`src/rtl/alu_sequencer.sv`:
```
// Request/response sequencer in front of a single-cycle ALU: latches operands,
// screens illegal opcodes and zero divisors, and holds the result until taken.
module alu_sequencer #(
  parameter int unsigned WIDTH   = 16,
  parameter int unsigned TIMEOUT = 4
) (
  input  logic             clk,
  input  logic             rst_n,
  input  logic             req_valid,
  output logic             req_ready,
  input  logic [2:0]       req_op,
  input  logic [WIDTH-1:0] req_a,
  input  logic [WIDTH-1:0] req_b,
  output logic [WIDTH-1:0] alu_tmp1,
  output logic [WIDTH-1:0] alu_tmp2,
  output logic [2:0]       alu_op,
  output logic             alu_enable,
  input  logic [WIDTH-1:0] alu_result,
  input  logic             alu_zero,
  input  logic             alu_carry,
  output logic             rsp_valid,
  input  logic             rsp_ready,
  output logic [WIDTH-1:0] rsp_result,
  output logic             rsp_zero,
  output logic             rsp_carry,
  output logic             rsp_err,
  output logic             sticky_carry,
  input  logic             sticky_clr,
  output logic [1:0]       fsm_state
);

  // Handshakes: a transfer happens on a rising edge where valid and ready are
  // both high; valid and its payload stay stable until that edge, and ready
  // is only ever high in the state that can take the transfer.

  typedef enum logic [1:0] {
    IDLE = 2'd0,
    EXEC = 2'd1,
    RESP = 2'd2
  } state_t;

  localparam logic [2:0] OP_DIV = 3'b011;
  localparam logic [2:0] OP_MOD = 3'b100;

  // The attached ALU answers in one cycle; an error is forced only if that
  // would exceed the allowed EXEC wait.
  localparam int unsigned ALU_LATENCY  = 1;
  localparam logic        EXEC_OVERRUN = (ALU_LATENCY > TIMEOUT);

  state_t state;

  assign fsm_state = state;

  always_ff @(posedge clk) begin
    if (!rst_n) begin
      state        <= IDLE;
      req_ready    <= 1'b1;
      alu_tmp1     <= '0;
      alu_tmp2     <= '0;
      alu_op       <= '0;
      alu_enable   <= 1'b0;
      rsp_valid    <= 1'b0;
      rsp_result   <= '0;
      rsp_zero     <= 1'b0;
      rsp_carry    <= 1'b0;
      rsp_err      <= 1'b0;
      sticky_carry <= 1'b0;
    end else begin
      case (state)
        IDLE: begin
          if (req_valid) begin
            alu_tmp1  <= req_a;
            alu_tmp2  <= req_b;
            alu_op    <= req_op;
            req_ready <= 1'b0;
            if (req_op > OP_MOD) begin
              state      <= RESP;
              rsp_valid  <= 1'b1;
              rsp_result <= '0;
              rsp_zero   <= 1'b0;
              rsp_carry  <= 1'b0;
              rsp_err    <= 1'b1;
            end else if (((req_op == OP_DIV) || (req_op == OP_MOD)) && (req_b == '0)) begin
              state      <= RESP;
              rsp_valid  <= 1'b1;
              rsp_result <= '0;
              rsp_zero   <= 1'b1;
              rsp_carry  <= 1'b0;
              rsp_err    <= 1'b1;
            end else begin
              state      <= EXEC;
              alu_enable <= 1'b1;
            end
          end
        end
        EXEC: begin
          state      <= RESP;
          alu_enable <= 1'b0;
          rsp_valid  <= 1'b1;
          rsp_result <= alu_result;
          rsp_zero   <= alu_zero;
          rsp_carry  <= alu_carry;
          rsp_err    <= EXEC_OVERRUN;
        end
        RESP: begin
          // req_ready returns only after the handshake edge, so a new request
          // can never be taken in the same cycle a response leaves.
          if (rsp_ready) begin
            state     <= IDLE;
            rsp_valid <= 1'b0;
            req_ready <= 1'b1;
          end
        end
        default: begin
          state      <= IDLE;
          req_ready  <= 1'b1;
          alu_enable <= 1'b0;
          rsp_valid  <= 1'b0;
        end
      endcase

      // A carrying handshake beats a simultaneous clear.
      if (rsp_valid && rsp_ready && rsp_carry) begin
        sticky_carry <= 1'b1;
      end else if (sticky_clr) begin
        sticky_carry <= 1'b0;
      end
    end
  end

endmodule
```
`config.mk`:
```
export PLATFORM = sky130hd
export DESIGN_NAME = alu_sequencer
export DESIGN_NICKNAME = d
export VERILOG_FILES = /design/src/rtl/alu_sequencer.sv
export SDC_FILE = /design/constraint.sdc
export NUM_CORES = 1
export LEC_CHECK = 0
export ABC_CLOCK_PERIOD_IN_PS = 1800
export BUFFER_PORTS_ARGS = -buffer_cell sky130_fd_sc_hd__buf_4
export CAP_MARGIN = 20
export CORE_UTILIZATION = 25
export CTS_BUF_LIST = sky130_fd_sc_hd__clkbuf_8
export DETAILED_ROUTE_END_ITERATION = 8
export PLACE_DENSITY = 0.6
export SLEW_MARGIN = 10
export SYNTH_ARGS = -nofsm -noshare
export SYNTH_HDL_FRONTEND = slang
export SYNTH_SLANG_ARGS = --single-unit
```
`constraint.sdc`:
```
create_clock -name clk -period 1.8 [get_ports clk]
set_input_delay 0.09 -clock clk [delete_from_list [all_inputs] [get_ports clk]]
set_output_delay 0.09 -clock clk [all_outputs]
set_load 0.02 [all_outputs]
```
After elaboration in Yosys (flattened, before gate mapping) --
Cells that the tools add are included.
Storage, ports and cells: register bits 60, input port bits 58, output and inout port bits 60, word-level logic and storage cells 69
Cells by class: $lt $le $gt $ge 1, equality and inequality tests 9, muxes and demuxes 31, bitwise operators 2, reductions and logical operators 14
Operator list (count):
- 16-bit 2-to-1 mux | 3
- 16-bit case mux with 2 select lines | 1
- 16-bit logical NOT | 1
- 1-bit 2-to-1 mux | 16
- 3-bit AND reduction | 3
- 2-bit 2-to-1 mux | 4
- 2-bit inequality test, second input constant | 4
- 1-bit case mux with 2 select lines | 4
- 1-bit case mux with 3 select lines | 2
- 2-bit case mux with 3 select lines | 1
- 2-bit AND reduction | 2
- 4-bit AND reduction | 1
- 2-bit nonzero test | 2
- 3-bit by 2-bit == test with 1-bit output, second input constant | 1
- 3-bit == test, second input constant | 1
- 3-bit greater-than comparator, second input constant | 1
- 1-bit logical AND | 3
- 3-bit inequality test, second input constant | 1
- 2-bit by 1-bit == test with 1-bit output, second input constant | 1
- 2-bit == test, second input constant | 1
- 2-bit logical NOT | 1
- 1-bit NOT | 2
- 1-bit logical OR | 1

Depth between registers and ports, before layout --
Gate-level depths: netlist of run 1.
depth in word-level cells 7, mapped depth 7, mapped depth without buffers 4

Least setup slack after synthesis of run 1 --
OpenSTA, ideal clock, no wires.
kind register to register, start register state[1] (netlist: fsm_state[1]), end register rsp_result[10], library setup time 0.060 ns, arrival 1.733 ns, data required time 1.740 ns, setup slack 0.007 ns, stages on the path, launching flop included 8, buffers on the path 3, clock period less this slack 1.793 ns, cell sequence dfxtp_1 clkbuf_1 nand2b_1 clkbuf_1 nand3_1 o211ai_4 buf_6 a22o_1
Between the ends: longest elaborated chain between the ends 3, elaborated cells on any way between the ends 7, those cells by class eq/ne: 3; mux: 1; reduce/logical: 3
Ends and longest elaborated chain:
- from (decl) | RTL line 50 | state_t state;
- from (signal assigned) | RTL line 56 | state <= IDLE;
- from (signal assigned) | RTL line 77 | state <= RESP;
- from (signal assigned) | RTL line 84 | state <= RESP;
- 2-bit logical NOT / 2-bit by 1-bit == test with 1-bit output (equally long branches) | RTL line 69 | case (state)
- 3-bit inequality test (no source line) (tied with other cells)
- 3-bit AND reduction (no source line)
- to (signal assigned) | RTL line 100 | rsp_result <= alu_result;
- to (decl) | RTL line 23 | output logic [WIDTH-1:0] rsp_result,
Parallel ways exist; a longest one is shown, timed or not. A chain may end at the register's enable or synchronous reset.

Worst setup path in the final report of run 1 --
start input port req_b[2], end register rsp_result[8]
Between the ends: longest elaborated chain between the ends 4
Ends and longest elaborated chain:
- from (decl) | RTL line 13 | input logic [WIDTH-1:0] req_b,
- 16-bit logical NOT | RTL line 83 | end else if (((req_op == OP_DIV) || (req_op == OP_MOD)) && (req_b == '0)) begin
- 1-bit logical AND | RTL line 83
- 3-bit inequality test (no source line)
- 3-bit AND reduction (no source line)
Every way passes these cells.

==> results of run 1 <==
## cell type report
| class | count | area [um^2] | area share |
|---|---|---|---|
| Clock buffer | 10 | 138 | 0.0364 |
| Clock inverter | 5 | 52.6 | 0.0139 |
| Inverter | 2 | 7.51 | 0.00199 |
| Multi-Input combinational cell | 165 | 898 | 0.238 |
| Sequential cell | 60 | 1200 | 0.318 |
| Tap cell | 105 | 131 | 0.0348 |
| Timing Repair Buffer | 165 | 1350 | 0.357 |
## cell families after synthesis
| kind of cell | synth area share |
|---|---|
| and+or+nand+nor | 0.203 |
| AOI/OAI and AO/OA | 0.203 |
| DFF | 0.554 |
| buffers and inverters | 0.0352 |
| muxes | 0.00462 |
## how the worst max path moves through the flow
stage / endpoint / cells past startpoint / slack [ps]
2_1_floorplan: rsp_result[10]$_SDFFE_PN0P_ / 7 / 7
3_3_place_gp: rsp_result[14]$_SDFFE_PN0P_ / 5 / -0.2
3_5_place_dp: rsp_result[8]$_SDFFE_PN0P_ / 3 / -30
4_1_cts: rsp_result[8]$_SDFFE_PN0P_ / 7 / 80
5_1_grt: rsp_result[11]$_SDFFE_PN0P_ / 7 / 10
6_report: rsp_result[8]$_SDFFE_PN0P_ / 7 / 100
## cells in the mapped netlist (2+ instances only)
| cell type | number |
|---|---|
| nor2b_1 | 2 |
| clkbuf_1 | 13 |
| a22o_1 | 17 |
| or4_4 | 2 |
| nor2_1 | 4 |
| o21ai_0 | 3 |
| nand3_1 | 4 |
| nand2_1 | 73 |
| dfxtp_1 | 60 |
| nand2b_1 | 4 |
| a21oi_1 | 37 |
## worst max-delay path: stages
cell and delay (ps):
dlygate4sd3_1 530, buf_4 130, nor4_1 330, buf_4 180, nand4b_1 150, o211ai_4 210, a22o_1 290
## report_power, final
part,leakage (nW),total (W),switching (W),internal (W)
Sequential,0.491,0.00149,0.0000563,0.00143
Clock,0.0979,0.00117,0.000512,0.000662
Combinational,1.09,0.000762,0.000391,0.000371
## stage by stage
step	worst slack [ps]	setup TNS (ps)
after floorplan	7.23	0
after global placement	-0.210	-0.302
after detailed placement	-30.0	-297
after CTS	84.2	0
after global routing	9.85	0
final	97.6	0
## state kept, by name, summed over array words and instances, names as in the netlist
register      cells
fsm_state         2
alu_op            3
alu_tmp2         16
sticky_carry      1
rsp_result       16
alu_enable        1
rsp_zero          1
alu_tmp1         16
rsp_carry         1
req_ready         1
rsp_err           1
rsp_valid         1
## timing repair
action | CTS | global route
resized for setup | 1 | 0
hold buffers | 38 | 1
setup endpoints to repair | 17 | 0
hold endpoints to repair | 38 | 1
## metal layers
| layer | track usage | share of wire | up-vias |
|---|---|---|---|
| li1 | - | - | 1154 |
| met1 | 0.176 | 0.44 | 1055 |
| met2 | 0.242 | 0.47 | 84 |
| met3 | 0.0646 | 0.089 | 4 |
| met4 | 0.0429 | 0.0051 | 0 |
| met5 | 0 | 0 | - |
==> Flow_metrics.wiki, run 1 <==
{| class="wikitable"
! Metric !! Value
|-
| Status || finished clean
|-
| Post-Syn Nets || 301
|-
| Die width || 95.1 um
|-
| Most common cell after layout, fill and taps aside || buf_4
|-
| Number of non-filler instances in the completed layout || 512
|-
| Clock insertion delay at the later pin of the skew report || 330 ps
|-
| Min Tclk post-route || 1700 ps
|-
| Most frequent cells in the layout || buf_4, nand2_1, dfxtp_1, dlygate4sd3_1, a21oi_1
|-
| DR iter-0 viols || 40
|-
| Filler Cells Inserted || 811
|-
| CP Capture Type || flip-flop
|-
| RSZ-0062 raised after global routing || no
|-
| Count of flip-flops with a built-in enable after synthesis || 0
|-
| Most used DFF post-synth || dfxtp_1
|-
| Post-route worst hold slack || 23.6 ps
|-
| Via density per instance || 4.49
|-
| Crit path arrival time || 1910 ps
|-
| Share of async-settable or async-resettable flops after synthesis || 0
|-
| Dominant cell type by area after synthesis || dfxtp_1
|-
| Yosys synthesis warning count || 0
|-
| Area share of the largest cell type after synthesis || 0.554
|-
| Fraction of the cycle the final worst path needs || 0.946
|-
| TritonCTS clock tree || built
|-
| Detailed Place HPWL || 4370 um
|-
| Via count of the first global-routing pass || 2151
|-
| Final worst clock skew || 10.6 ps
|-
| Cell depth of the worst hold path || 3
|-
| Clk buf depth || 2
|-
| Number of antenna diodes || 0
|-
| Area of the mapped netlist || 0.00217 mm^2
|-
| Global-route wire length before repair || 10100 um
|-
| Largest net degree at the start of global routing || 41
|-
| Final GP Congestion || 0.725
|-
| Min-delay src || req_b[10]
|-
| Most area-consuming cells after synthesis || dfxtp_1, nand2_1, a21oi_1
|-
| Total placed cells including tap cells || 458
|-
| Buffers inserted during post-CTS setup optimization || 0
|-
| Core Region || 0.00830 mm^2
|-
| Leak pwr || 1.68 nW
|-
| Beginning of the critical path || req_b[2]
|-
| Max-slew headroom || 0.562
|-
| Number of routed nets with antenna violations || 0
|-
| Quantity of I/O buffers inserted on ports || 117
|-
| DRC Markers || 0
|-
| Detailed Routing Iterations Pass 1 || 4
|-
| I/O pin count || 118
|-
| Count of H-tree levels built during CTS || 3
|-
| Synthesized netlist cell count || 243
|-
| Post-route cell area || 0.00378 mm^2
|-
| Kind of critical path || in2reg
|-
| Upper clock frequency limit || 0.587 GHz
|-
| Setup Viol. Count Final || 0
|-
| Vias || 2297
|-
| Hold worst-path end || alu_tmp2[10]$_SDFFE_PN0P_
|-
| Path type of the worst min-delay path || in2reg
|-
| FF+latch count, synth || 60
|-
| Clock Sinks || 60
|-
| Required time at the worst-slack endpoint || 2010 ps
|-
| Number of placement rows || 33
|-
| Initial standard-cell utilization of the core || 0.261
|-
| Area of the die || 0.00904 mm^2
|-
| Clk Tree Root Cell || clkbuf_8
|-
| GR Overflow Total || 0
|-
| Pin slew with the least headroom to its limit || 656 ps
|-
| Total clock buffers created by CTS || 9
|-
| Post-DR wirelength/cell || 13.0 um
|-
| Flop-to-flop setup slack || 160 ps
|-
| Total number of nets in the final design || 461
|-
| Final cell utilization of the core || 0.455
|-
| Mean instance size in the synthesized netlist || 8.92 um^2
|-
| Fraction of final layout cells sized beyond drive strength 1 || 0.361
|-
| Post-layout total power || 0.00342 W
|-
| Areal power density over the cells || 906 mW/mm^2
|-
| Reg-to-reg critical path startpoint || fsm_state[1]$_SDFFE_PN0P_
|-
| Layout Area Growth over Synthesis || 74.3%
|-
| Number of max-capacitance violations reported || 0
|-
| Max rail drop VDD || 0.000308 V
|-
| Clock slew at the register clock pins of the worst setup and hold paths || 60 ps
|-
| Total global-route track usage || 0.148
|-
| Count of cell types in the netlist || 35
|-
| Worst reg-to-reg path cell count || 4
|-
| Number of max-slew violations in the final report || 0
|-
| Initial antenna violation count || 0
|-
| Floorplan die height || 95.1 um
|-
| Final hold vios || 0
|-
| End of the worst register-to-register path || rsp_result[8]$_SDFFE_PN0P_
|-
| Crit start category || primary input
|-
| Register area share after synthesis || 0.554
|-
| Detailed Route WL || 6680 um
|-
| Cell Area, Placed || 0.00319 mm^2
|-
| Largest fanout on the critical path || 17
|}
(Power assumes the default switching activity.)
==> inputs of run 2 (changes only) <==
--- a/config.mk
+++ b/config.mk
@@ -5,13 +5,14 @@
 export SDC_FILE = /design/constraint.sdc
 export NUM_CORES = 1
 export LEC_CHECK = 0
+export ABC_AREA = 1
 export ABC_CLOCK_PERIOD_IN_PS = 1800
 export BUFFER_PORTS_ARGS = -buffer_cell sky130_fd_sc_hd__buf_4
 export CAP_MARGIN = 20
 export CORE_UTILIZATION = 25
 export CTS_BUF_LIST = sky130_fd_sc_hd__clkbuf_8
 export DETAILED_ROUTE_END_ITERATION = 8
-export PLACE_DENSITY = 0.6
+export PLACE_DENSITY = 0.59
 export SLEW_MARGIN = 10
 export SYNTH_ARGS = -nofsm -noshare
 export SYNTH_HDL_FRONTEND = slang
==> run 2 against run 1 <==
  * Flip-flop and latch count stayed put
  * Maximum frequency rose by 6.6%
  * Synthesized cell count increased by 44%
  * Clock-buffer cell count rose by 1
  * Worst setup slack improved by 110 ps
  * First-iteration DRC count grew 55%
  * Critical path depth grew 4
  * Clock power grew 6%
==> Flow_metrics.wiki, run 2 <==
{| class="wikitable"
! Metric !! Value
|-
| GR Overflow Total || 0
|-
| Final hold vios || 0
|-
| Family with the most delay on the worst path || buffers and inverters
|-
| Status || finished clean
|-
| Most frequent cells in the layout || buf_4, nor2_1, nand2_1, dfxtp_1, o21ai_0
|-
| Final cell utilization of the core || 0.424
|-
| Areal power density over the cells || 981 mW/mm^2
|-
| Busiest layer in global routing || met2
|-
| Via count of the first global-routing pass || 2625
|-
| Delay of the slowest cell on the worst path || 540 ps
|-
| Max rail drop VDD || 0.000386 V
|-
| Total clock buffers created by CTS || 9
|-
| Count of H-tree levels built during CTS || 3
|-
| DR iter-0 viols || 62
|-
| Pin slew with the least headroom to its limit || 660 ps
|-
| Required time at the worst-slack endpoint || 2000 ps
|-
| Number of antenna diodes || 0
|-
| Via density per instance || 4.26
|-
| Most common cell after layout, fill and taps aside || buf_4
|-
| Buf+Inv Stages, Crit Path || 3
|-
| Cell breakdown of the critical path || dlygate4sd3_1 > buf_4 > nor2_1 > nand2_1 > nor2_1 > nand3_2 > nand3_2 > buf_4 > nand3_1 > nand2_1 > nor2_1
|-
| Final GP Congestion || 0.707
|-
| Leak pwr || 1.95 nW
|-
| Synthesized netlist cell count || 350
|-
| Crit path arrival time || 1790 ps
|-
| Number of max-capacitance violations reported || 0
|-
| Library cell with the highest instance count after synthesis || nor2_1
|-
| Number of routed nets with antenna violations || 0
|-
| DRC Markers || 0
|-
| Beginning of the critical path || req_b[6]
|-
| Number of max-slew violations in the final report || 0
|-
| Global-route wire length before repair || 12000 um
|-
| GR met1 Demand/Resource || 0.165
|-
| Largest fanout on the critical path || 12
|-
| Layout Area Growth over Synthesis || 62.7%
|-
| Share of async-settable or async-resettable flops after synthesis || 0
|-
| Detailed Routing Iterations Pass 1 || 4
|-
| Count of flip-flops with a built-in enable after synthesis || 0
|-
| Clk buf depth || 2
|-
| Vias || 2688
|-
| Clock insertion delay at the later pin of the skew report || 340 ps
|-
| Post-layout worst setup margin || 204 ps
|-
| Summed negative setup slack over all endpoints || 0 ps
|-
| Detailed Place HPWL || 4900 um
|-
| RSZ-0062 raised after global routing || no
|-
| Post-DR wirelength/cell || 11.5 um
|-
| Largest registers ranked by flip-flop count || alu_tmp1: 16 flops, alu_tmp2: 16 flops, rsp_result: 16 flops
|-
| Leading post-synthesis cells by instance count || nor2_1, nand2_1, dfxtp_1, o21ai_0, inv_1
|-
| Count of cell types in the netlist || 17
|-
| Setup Viol. Count Final || 0
|-
| Final worst clock skew || 8.09 ps
|-
| Most frequent cell on the critical path || nor2_1
|-
| Number of placement rows || 35
|-
| Die width || 101 um
|-
| Total number of nets in the final design || 555
|-
| Worst slack at placement || 313 ps
|-
| CP max stage cell || dlygate4sd3_1
|-
| Floorplan die height || 101 um
|-
| Reg-to-reg critical path startpoint || fsm_state[1]$_SDFFE_PN0P_
|-
| Area share of the largest cell type after synthesis || 0.494
|-
| Clk Tree Root Cell || clkbuf_8
|-
| Post-Syn Nets || 408
|-
| Min-delay src || req_b[2]
|-
| Most area-consuming cells after synthesis || dfxtp_1, nor2_1, nand2_1
|-
| Min Tclk post-route || 1600 ps
|-
| Initial antenna violation count || 0
|-
| Upper clock frequency limit || 0.626 GHz
|-
| Area of the mapped netlist || 0.00243 mm^2
|-
| Met3 track demand over resource || 0.0583
|-
| Total global-route track usage || 0.153
|-
| Register area share after synthesis || 0.494
|-
| Yosys synthesis warning count || 0
|-
| Initial standard-cell utilization of the core || 0.260
|-
| Core Region || 0.00933 mm^2
|-
| Max-slew headroom || 0.560
|-
| Clock Sinks || 60
|-
| Mean instance size in the synthesized netlist || 6.94 um^2
|-
| Fraction of final layout cells sized beyond drive strength 1 || 0.295
|-
| Detailed Route WL || 7270 um
|-
| CP Capture Type || flip-flop
|-
| Area of the die || 0.0101 mm^2
|-
| Quantity of I/O buffers inserted on ports || 117
|-
| Clock slew at the register clock pins of the worst setup and hold paths || 70 ps
|-
| Fraction of the cycle the final worst path needs || 0.887
|-
| I/O pin count || 118
|-
| Kind of critical path || in2reg
|-
| Path type of the worst min-delay path || in2reg
|-
| FF+latch count, synth || 60
|-
| TritonCTS clock tree || built
|-
| Most used DFF post-synth || dfxtp_1
|-
| Largest net degree at the start of global routing || 40
|-
| Met2 layer usage reported by global route || 0.270
|-
| Crit start category || primary input
|-
| Dominant cell type by area after synthesis || dfxtp_1
|}
run 2: logic make-up (layout without fill, tap and decap cells):
logic type / count (synthesis) / count (layout) / share of synthesized area
and+or+nand+nor: 197 / 197 / 0.326
muxes: 1 / 1 / 0.00412
DFF: 60 / 60 / 0.494
buffers and inverters: 48 / 200 / 0.0845
AOI/OAI and AO/OA: 44 / 44 / 0.0906
run 2: path summary, 6_finish.rpt:
check / cells after the start / slack (ps) / end
worst max-delay path: 11 / 200 / rsp_carry$_SDFFE_PN0P_
worst min register to register: 2 / 470 / sticky_carry$_SDFFE_PN0P_
worst min-delay path: 3 / 9 / alu_tmp2[2]$_SDFFE_PN0P_
worst max register to register: 6 / 340 / alu_tmp1[6]$_SDFFE_PN0P_
run 2: timing repair:
item | in CTS | in global routing
gates resized for setup | 0 | 3
setup buffers | 0 | 0
hold buffers | 31 | 0
setup endpoints to repair | 0 | 11
hold endpoints to repair | 31 | 0
run 2: metal layers:
| layer | share of wire | routed length [um] | vias up |
|---|---|---|---|
| met5 | 0 | 0 | - |
| met4 | 0.014 | 104 | 0 |
| met3 | 0.085 | 621 | 10 |
| met2 | 0.48 | 3460 | 102 |
| met1 | 0.42 | 3090 | 1204 |
| li1 | - | - | 1372 |
run 2: through the flow:
stage          instances  instance area [um^2]  total power [W]  hold slack (ps)
2_1_floorplan        350                  2430          0.00218              225
3_3_place_gp         584                  3430          0.00260              310
3_5_place_dp         584                  3430          0.00262              319
4_1_cts              631                  3940          0.00392             5.53
5_1_grt              631                  3950          0.00411             5.85
6_report             631                  3950          0.00388             9.05
run 2: area by class of cell:
type                       count  area, um^2
clock buffer                  11         151
clock inverter                 5        51.3
fill                         971        5370
inverter                      29         109
multi-input combinational    242        1040
sequential                    60        1200
tap                          129         161
timing repair buffer         155        1240
run 2: tightest hold or removal path, cell delays in order:
cell,delay (ps)
buf_4,80
nor2_1,30
nor2_1,100
run 2: power breakdown:
part | total [W] | internal [W] | leakage [nW] | switching, W
clock network | 0.00124 | 0.000705 | 0.107 | 0.000535
registers | 0.00157 | 0.00148 | 0.496 | 0.0000860
logic | 0.00107 | 0.000469 | 1.34 | 0.000601
==> inputs of run 3 (changes only) <==
--- a/config.mk
+++ b/config.mk
@@ -12,7 +12,7 @@
 export CORE_UTILIZATION = 25
 export CTS_BUF_LIST = sky130_fd_sc_hd__clkbuf_8
 export DETAILED_ROUTE_END_ITERATION = 8
-export PLACE_DENSITY = 0.59
+export MAX_ROUTING_LAYER = met4
 export SLEW_MARGIN = 10
 export SYNTH_ARGS = -nofsm -noshare
 export SYNTH_HDL_FRONTEND = slang
==> run 3 against run 2 <==
  * Clock power rose by 11%
  * Clock-buffer cell count did not move
  * First-iteration DRC count rose by 11%
  * Worst setup slack got worse by 58 ps
  * Wire length rose by 2.1%
  * Die area did not move
  * Sequential power barely moved
  * Power rose by 3.7%
  * Global-route usage rose by 0.30 points
  * Maximum frequency fell by 3.5%
  * Critical path type unchanged
  * Largest power group unchanged
==> Flow_metrics.wiki, run 3 (synthesized netlist as in run 2, its figures left out) <==
{| class="wikitable"
! Metric !! Value
|-
| Total clock buffers created by CTS || 9
|-
| Post-route cell area || 0.00400 mm^2
|-
| Initial antenna violation count || 0
|-
| Post-DR wirelength/cell || 11.7 um
|-
| WL met3 || 449 um
|-
| Total global-route track usage || 0.156
|-
| Required time at the worst-slack endpoint || 1990 ps
|-
| Post-route worst hold slack || 19.1 ps
|-
| Crit start category || primary input
|-
| Buffers inserted during post-CTS setup optimization || 0
|-
| Min Tclk post-route || 1650 ps
|-
| Kind of critical path || in2reg
|-
| Most frequent cells in the layout || buf_4, nor2_1, nand2_1, dfxtp_1, o21ai_0
|-
| Leak pwr || 1.96 nW
|-
| Final GP Congestion || 0.709
|-
| Pin slew with the least headroom to its limit || 723 ps
|-
| Clock insertion delay at the later pin of the skew report || 330 ps
|-
| Most common cell after layout, fill and taps aside || buf_4
|-
| Final worst clock skew || 6.26 ps
|-
| Flop-to-flop setup slack || 320 ps
|-
| Total number of nets in the final design || 557
|-
| Quantity of I/O buffers inserted on ports || 117
|-
| Floorplan die height || 101 um
|-
| Crit path to || rsp_carry$_SDFFE_PN0P_
|-
| Clock slew at the register clock pins of the worst setup and hold paths || 70 ps
|-
| Crit path arrival time || 1840 ps
|-
| Areal power density over the cells || 1010 mW/mm^2
|-
| Met2 WL post-DR || 3600 um
|-
| Largest net degree at the start of global routing || 40
|-
| Max-slew headroom || 0.518
|-
| Number of antenna diodes || 0
|-
| Clock Sinks || 60
|-
| Number of routed nets with antenna violations || 0
|-
| Filler Cells Inserted || 966
|-
| Final hold vios || 0
|-
| Clk Tree Root Cell || clkbuf_8
|-
| Count of H-tree levels built during CTS || 3
|-
| I/O pin count || 118
|-
| TritonCTS clock tree || built
|-
| Upper clock frequency limit || 0.604 GHz
|-
| Initial standard-cell utilization of the core || 0.260
|-
| Vias || 2674
|-
| Area of the die || 0.0101 mm^2
|-
| Clk buf depth || 2
|-
| Worst slack at placement || 347 ps
|-
| Core Region || 0.00933 mm^2
|-
| Die width || 101 um
|-
| Global-route wire length before repair || 12000 um
|-
| Layout Area Growth over Synthesis || 64.5%
|-
| Setup Viol. Count Final || 0
|-
| End of the worst register-to-register path || rsp_carry$_SDFFE_PN0P_
|-
| DR iter-0 viols || 69
|-
| Highest layer used for signal routing || met4
|-
| Post-layout worst setup margin || 145 ps
|-
| Length of routed wiring on met1 || 3290 um
|-
| Max rail drop VDD || 0.000463 V
|-
| Via count of the first global-routing pass || 2576
|-
| Detailed Route WL || 7420 um
|-
| Number of placement rows || 35
|-
| Path type of the worst min-delay path || in2reg
|-
| Largest registers ranked by flip-flop count || alu_tmp1: 16 flops, alu_tmp2: 16 flops, rsp_result: 16 flops
|-
| DRC Markers || 0
|-
| Via density per instance || 4.23
|-
| GR Overflow Total || 0
|-
| RSZ-0062 raised after global routing || no
|-
| Reg-to-reg critical path startpoint || fsm_state[1]$_SDFFE_PN0P_
|-
| Fraction of the cycle the final worst path needs || 0.919
|-
| Largest fanout on the critical path || 20
|-
| Detailed Routing Iterations Pass 1 || 4
|-
| Worst reg-to-reg path cell count || 8
|-
| Number of max-capacitance violations reported || 0
|-
| Cell Area, Placed || 0.00341 mm^2
|-
| Beginning of the critical path || req_b[0]
|-
| Number of non-filler instances in the completed layout || 632
|-
| Detailed Place HPWL || 4840 um
|-
| Total placed cells including tap cells || 582
|-
| Fraction of final layout cells sized beyond drive strength 1 || 0.286
|-
| CP Capture Type || flip-flop
|-
| Summed negative setup slack over all endpoints || 0 ps
|-
| Area of the multi-input gates || 0.00103 mm^2
|-
| Status || finished clean
|-
| Sequential standard cell area || 0.00120 mm^2
|-
| Number of max-slew violations in the final report || 0
|}
run 3: worst min path at each step:
stage / start / endpoint / cells past startpoint
finish: req_op[2] / alu_op[2]$_SDFFE_PN0P_ / 3
global route: req_op[2] / alu_op[2]$_SDFFE_PN0P_ / 3
CTS: req_op[2] / alu_op[2]$_SDFFE_PN0P_ / 3
detailed placement: req_a[11] / alu_tmp1[11]$_SDFFE_PN0P_ / 3
global placement: req_a[14] / alu_tmp1[14]$_SDFFE_PN0P_ / 3
floorplan: req_a[0] / alu_tmp1[0]$_SDFFE_PN0P_ / 2
run 3: through the flow:
stage,power (W),utilization
finish,0.00402,0.429
global route,0.00425,0.429
CTS,0.00406,0.427
detailed placement,0.00260,0.366
floorplan,0.00218,-
global placement,0.00259,0.366
run 3: power by group:
| group | switching [W] | internal [W] |
|---|---|---|
| registers | 0.0000854 | 0.00148 |
| logic | 0.000603 | 0.000469 |
| clock network | 0.000536 | 0.000845 |
| total | 0.00122 | 0.00280 |
run 3: layout make-up:
type / instances / share of cell area
clock inverter: 4 / 0.0182
inverter: 29 / 0.0272
tap: 129 / 0.0404
sequential: 60 / 0.300
timing repair buffer: 157 / 0.319
clock buffer: 11 / 0.0379
multi-input combinational: 242 / 0.257
run 3: critical path, stage by stage:
cell and delay [ps]:
dlygate4sd3_1 540, buf_4 140, nor2_1 120, nand2_1 60
nor2_1 110, nand3_1 150, nand3_1 210, buf_8 210
nand3_1 90, nand2_1 80, nor2_1 40
run 3: layer usage:
| metal | vias to the layer above | GRT usage |
|---|---|---|
| li1 | 1379 | - |
| met1 | 1187 | 0.180 |
| met2 | 99 | 0.261 |
| met3 | 9 | 0.0368 |
| met4 | 0 | 0.0624 |
| met5 | - | - |
run 3: timing repair:
action                                 4_1_cts  5_1_grt
setup endpoints to repair                    0        3
gates resized for setup                      0        3
hold buffers                                35        0
endpoints found under the hold margin       35        0
